`src/rtl/i2s_tx.sv`:
```
// I2S transmitter: rescales and saturates a wide filter result to a 24-bit sample
// and sends it on both channels of a 64-bit-per-frame I2S stream with a locally divided bit clock.
module i2s_tx #(
    parameter int IN_W       = 34,
    parameter int OUT_W      = 24,
    parameter int FRAC_SHIFT = 8,
    parameter int BCLK_DIV   = 4
) (
    input  logic            clk,
    input  logic            reset,
    input  logic [IN_W-1:0] result_i,
    input  logic            done_i,
    input  logic            clr_flags_i,
    output logic            bclk_o,
    output logic            lrclk_o,
    output logic            sdata_o,
    output logic            hold_full_o,
    output logic            underrun_o,
    output logic            overrun_o
);

    localparam int DIV_W = (BCLK_DIV > 2) ? $clog2(BCLK_DIV) : 1;
    localparam logic [DIV_W-1:0] DIV_LAST = DIV_W'(BCLK_DIV - 1);
    localparam logic signed [IN_W-1:0] SAT_HI = IN_W'((64'sd1 <<< (OUT_W - 1)) - 64'sd1);
    localparam logic signed [IN_W-1:0] SAT_LO = IN_W'(-(64'sd1 <<< (OUT_W - 1)));
    localparam logic [4:0] LAST_P = 5'(OUT_W);

    logic signed [IN_W-1:0] shifted;
    logic [OUT_W-1:0]       sample;
    logic [DIV_W-1:0]       div_cnt;
    logic [5:0]             bit_cnt;
    logic [5:0]             next_bit;
    logic [4:0]             next_p;
    logic [OUT_W-1:0]       tx_sample;
    logic [OUT_W-1:0]       holding;
    logic [OUT_W-1:0]       slot_word;
    logic                   data_bit;
    logic                   tick;
    logic                   fall;
    logic                   frame_load;
    logic                   set_underrun;
    logic                   set_overrun;

    assign shifted = $signed(result_i) >>> FRAC_SHIFT;

    always_comb begin
        if (shifted > SAT_HI) begin
            sample = {1'b0, {(OUT_W-1){1'b1}}};
        end else if (shifted < SAT_LO) begin
            sample = {1'b1, {(OUT_W-1){1'b0}}};
        end else begin
            sample = shifted[OUT_W-1:0];
        end
    end

    assign tick       = (div_cnt == DIV_LAST);
    assign fall       = tick & bclk_o;
    assign frame_load = fall & (bit_cnt == 6'd63);
    assign next_bit   = bit_cnt + 6'd1;
    assign next_p     = next_bit[4:0];

    // Slot position p carries sample bit OUT_W-p; shifting left by p-1 puts it at the MSB.
    assign slot_word = tx_sample << (next_p - 5'd1);
    assign data_bit  = (next_p != 5'd0) && (next_p <= LAST_P) ? slot_word[OUT_W-1] : 1'b0;

    assign set_underrun = frame_load & ~hold_full_o;
    assign set_overrun  = done_i & hold_full_o & ~frame_load;

    always_ff @(posedge clk or negedge reset) begin
        if (!reset) begin
            div_cnt <= '0;
            bclk_o  <= 1'b0;
        end else if (tick) begin
            div_cnt <= '0;
            bclk_o  <= ~bclk_o;
        end else begin
            div_cnt <= div_cnt + 1'b1;
        end
    end

    // Serial outputs move only on bclk falling edges so they are settled at each rise.
    always_ff @(posedge clk or negedge reset) begin
        if (!reset) begin
            bit_cnt <= 6'd63;
            lrclk_o <= 1'b0;
            sdata_o <= 1'b0;
        end else if (fall) begin
            bit_cnt <= next_bit;
            lrclk_o <= next_bit[5];
            sdata_o <= data_bit;
        end
    end

    always_ff @(posedge clk or negedge reset) begin
        if (!reset) begin
            tx_sample   <= '0;
            holding     <= '0;
            hold_full_o <= 1'b0;
        end else begin
            if (frame_load && hold_full_o) begin
                tx_sample <= holding;
            end
            if (done_i) begin
                holding     <= sample;
                hold_full_o <= 1'b1;
            end else if (frame_load) begin
                hold_full_o <= 1'b0;
            end
        end
    end

    // A flag being set in the same cycle as a clear request stays set.
    always_ff @(posedge clk or negedge reset) begin
        if (!reset) begin
            underrun_o <= 1'b0;
            overrun_o  <= 1'b0;
        end else begin
            if (set_underrun) begin
                underrun_o <= 1'b1;
            end else if (clr_flags_i) begin
                underrun_o <= 1'b0;
            end
            if (set_overrun) begin
                overrun_o <= 1'b1;
            end else if (clr_flags_i) begin
                overrun_o <= 1'b0;
            end
        end
    end

endmodule

```
`config.mk`:
```
export PLATFORM = sky130hd
export DESIGN_NAME = i2s_tx
export DESIGN_NICKNAME = d
export VERILOG_FILES = /design/src/rtl/i2s_tx.sv
export SDC_FILE = /design/constraint.sdc
export NUM_CORES = 1
export LEC_CHECK = 0
export BUFFER_PORTS_ARGS = -buffer_cell sky130_fd_sc_hd__buf_2
export CAP_MARGIN = 20
export CORE_MARGIN = 4
export CORE_UTILIZATION = 40
export DETAILED_ROUTE_END_ITERATION = 10
export PLACE_DENSITY = 0.58
export SLEW_MARGIN = 20
export SYNTH_ARGS = -nofsm -noshare
export SYNTH_HDL_FRONTEND = slang
export SYNTH_SLANG_ARGS = --single-unit
```
`constraint.sdc`:
```
create_clock -name clk -period 6.4 [get_ports clk]
set_input_delay 1.92 -clock clk [delete_from_list [all_inputs] [get_ports clk]]
set_output_delay 1.92 -clock clk [all_outputs]
set_load 0.01 [all_outputs]
```
### Yosys cells after proc, flatten, opt, wreduce, memory -nomap -nowiden

Cells that the tools add are included.

* bits in latches: 0
* memories: 0
* input port bits: 38
* register bits after elaboration: 62
* word-level logic and storage cells: 42
* memory bits (writable): 0
* memory bits (read-only): 0

* magnitude comparators: 3
* muxes and demuxes: 9
* reduce and logical (&&, ||, !) cells: 6
* $add $sub $neg: 3
* bitwise gates (word level): 8
* equal/unequal tests: 2
* shift-type cells: 1
* div/mod/pow operators: 0
* $mul: 0

Operators by type and width (number)
* $mux 24: 2
* $gt 26x24->1 const B: 1
* $lt 26x24->1 const B: 1
* $shl 24x5->24: 1
* $add 6x1->6 const B: 1
* $eq 6x6->1 const B: 1
* $mux 1: 6
* $reduce_bool 2->1: 3
* $and 1x1->1: 5
* $le 5x5->1 const B: 1
* $reduce_bool 5->1: 1
* $sub 5x1->5 const B: 1
* $not 1->1: 3
* $add 2x1->2 const B: 1
* $eq 2x2->1 const B: 1
* $logic_and 1x1->1: 2
* $mux 2: 1

### Longest topological paths before layout

* depth after elaboration: 6
* mapped depth: 8
* depth with buffers taken out: 7

### Least setup slack after synthesis

Ideal clock, no wire load.

* path kind: input port to flip-flop
* from: input done_i
* to: register holding[0]
* path slack: 3641 ps
* data required time: 6259 ps
* arrival time: 2618 ps
* stages on the path: 4
* buffers on the path: 2
* library setup time: 141 ps
* cells stage by stage: clkbuf_1 nand2_1 buf_1 o22ai_1

RTL lines
* from (decl): RTL line 12 `input logic done_i,`
* to (signal assigned): RTL line 104 `holding <= sample;`
* to (decl): RTL line 35 `logic [OUT_W-1:0] holding;`

==> results.toml <==
[synth]
synth_top_area_share_pct = 50.1
ys_seq_area_share_pct = 55.7
synth-edff-count = 0
synthCells = 271
synthFlopType = "dfrtp_1"
synth_area_per_cell_um2 = 10.3
synth.net_count = 312
synth-warning-count = 0
synth_area_mm2 = 0.00280
synth.most_common_cell = "dfrtp_1"
synthDistinctLibCells = 35
synth_area_leaders = "dfrtp_1 50%, o22ai_1 5.8%, dfstp_2 5.6%, o21ai_1 4.6%, nand2_1 4.3%"
yosysTopAreaCell = "dfrtp_1"
synth-seq-cells = 62
synthArstFlopShare_pct = 100
synth_common_cells = "56 x dfrtp_1, 32 x nand2_1, 30 x nor2_1"

[timing]
worst_slew_pin_slew_ps = 831
slew_headroom_pct = 44.5
rsz0062_at_grt = "no"
fmax_ghz = 0.325
min_period_ps = 3080
final_max_slew_viol_count = 0
setup_violations = 0
clock_skew_ps = 9.26
timing.setup.tns_ps = 0
hold_viol = 0
fin_crit_sh_pct = 48.1

[clock_network]
htreeDepth = 3
ctsResizeCount = 0
cts-root-buf = "clkbuf_8"
postCtsSetupRepairBufs = 0
cts.clk_slew.worst_paths_ps = 70
clock_latency_ps = 330
cts.sinks = 62
cts_buffers = 9
cts_hold_buf = 0
cts_buffer_depth = 2
cts_tree = "yes"

[critical_path]
ff2ff_path_depth = 7
cp.required_ps = 6630
arrival_ps = 3310
critPathMaxFanout = 27
path_cells = "buf_2 -> nand2_1 -> o22ai_1"
cp-start-kind = "primary input"
critPathSlowestCell = "nand2_1"
end_kind = "flop"
regToRegSetupSlack_ps = 3790
r2r-start = "bit_cnt[0]$_DFFE_PN1P_"
path_class = "primary input to flop"
cpPeakStageDelay_ps = 650
r2r-end = "sdata_o$_DFFE_PN0P_"

[final_layout]
fillCellCount = 658
antenna_cells = 0
drive_gt1_share_pct = 21.1
area_delta_synth_final_pct = 16.2
final_nets = 345

[global_route]
overflow = 0
track_usage_pct = 14.2
antenna_found_initial = 0
grt_pass1_vias = 2019
grt_pass1_wl_mm = 9.43
grt_max_degree = 63

[route]
dr.pass1.iters = 4
drc = 0
finalWirelength_mm = 5.35
drtIter0Drc = 104
vias = 1980
post_drt_wl_per_cell_um = 13.2
ant_nets = 0
vias_per_cell = 4.90

[placement]
io_buffers = 35
hpwl_mm = 3.48
routabilityCongestion = 0.733

[pwr]
clkPwrFrac_pct = 43.2
power_switching_uw = 185
leakagePower_uw = 0.00151
power_uw = 822
combPwrFrac_pct = 6.5
p_sw_share_pct = 22.5
power.density_mw_per_mm2 = 253
ir_drop_v = 0.000120
p_seq_share_pct = 50.2
p_int_uw = 638

[die]
io-pin-count = 44
die_w_um = 91.7
start_util_pct = 41.2
die-area_mm2 = 0.00840
rows = 30
die_y_um = 91.7
core_mm2 = 0.00679

[min_path]
hold_depth = 1
min_path_type = "flop to flop"
hp-start = "div_cnt[0]$_DFF_PN0_"
hold_path_end = "div_cnt[0]$_DFF_PN0_"

[status]
status = "finished, final reports clean"

[job]
drv_cap = 0
## layout make-up
| cell class | instances | area [um2] | area share [%] |
|---|---|---|---|
| clock buffer | 12 | 165 | 5.08 |
| tap | 96 | 120 | 3.69 |
| timing repair buffer | 38 | 198 | 6.08 |
| inverter | 26 | 97.6 | 3.00 |
| multi-input combinational | 167 | 1070 | 32.9 |
| clock inverter | 3 | 42.5 | 1.31 |
| sequential | 62 | 1560 | 47.9 |
## how the worst max path moves through the flow
stage / cells past startpoint / from / to
after global routing: 3 / done_i / holding[3]$_DFFE_PN0P_
final: 3 / done_i / holding[2]$_DFFE_PN0P_
after detailed placement: 3 / done_i / holding[2]$_DFFE_PN0P_
after global placement: 3 / done_i / holding[13]$_DFFE_PN0P_
after CTS: 3 / done_i / holding[2]$_DFFE_PN0P_
after floorplan: 4 / done_i / holding[0]$_DFFE_PN0P_
## metal layers
layer	wire (um)	GRT usage, %	vias to the layer above
li1	-	-	993
met1	2510	18.0	943
met2	2570	23.1	35
met3	173	2.95	9
met4	97	6.78	0
met5	0	0	-
## through the flow
step / utilization (%) / setup slack, ps / cells / cell area (um2) / hold slack [ps]
floorplan: - / 3640 / 271 / 2800 / 410
finish: 47.9 / 3320 / 404 / 3250 / 436
CTS: 47.9 / 3310 / 404 / 3250 / 438
global placement: 44.8 / 3010 / 389 / 3040 / 421
detailed placement: 44.8 / 2960 / 389 / 3040 / 426
global route: 47.9 / 3150 / 404 / 3250 / 460
## cell usage in the layout (no fill, tap or decap), types with 4 or more instances in the layout
cell,n
o21ai_1,26
xnor2_1,5
buf_2,35
inv_1,26
dfstp_2,6
xor2_1,4
nand2_1,32
nand3_1,5
nor2_1,30
dfrtp_1,56
mux4_1,4
clkbuf_8,12
o22ai_1,26
## registers in the layout, summed over array words and instances (netlist names), 2 cells and up
register	count
bit_cnt	6
div_cnt	2
holding	24
tx_sample	24
## power by group through the flow
stage,Combinational [uW],Sequential [uW],Clock (uW)
6_report,53.8,413,356
5_1_grt,63.3,415,382
4_1_cts,55.3,413,365
3_5_place_dp,55.1,420,0
3_3_place_gp,53.9,420,0
2_1_floorplan,30.2,420,0
## worst max-delay path, delay by kind of cell
kind	cells	cell delay, ps
simple gates	1	650
compound gates	1	320
buf+inv	1	420
## logic make-up after synthesis
| group | count (synthesis) | share of synthesized area (%) |
|---|---|---|
| mux | 13 | 8.05 |
| simple gates | 81 | 12.7 |
| compound gates | 61 | 13.3 |
| flops | 62 | 55.7 |
| buf+inv | 42 | 6.08 |
| fa+ha+maj | 3 | 1.34 |
| xor+xnor | 9 | 2.82 |
Power figures use the tool's default switching activity.
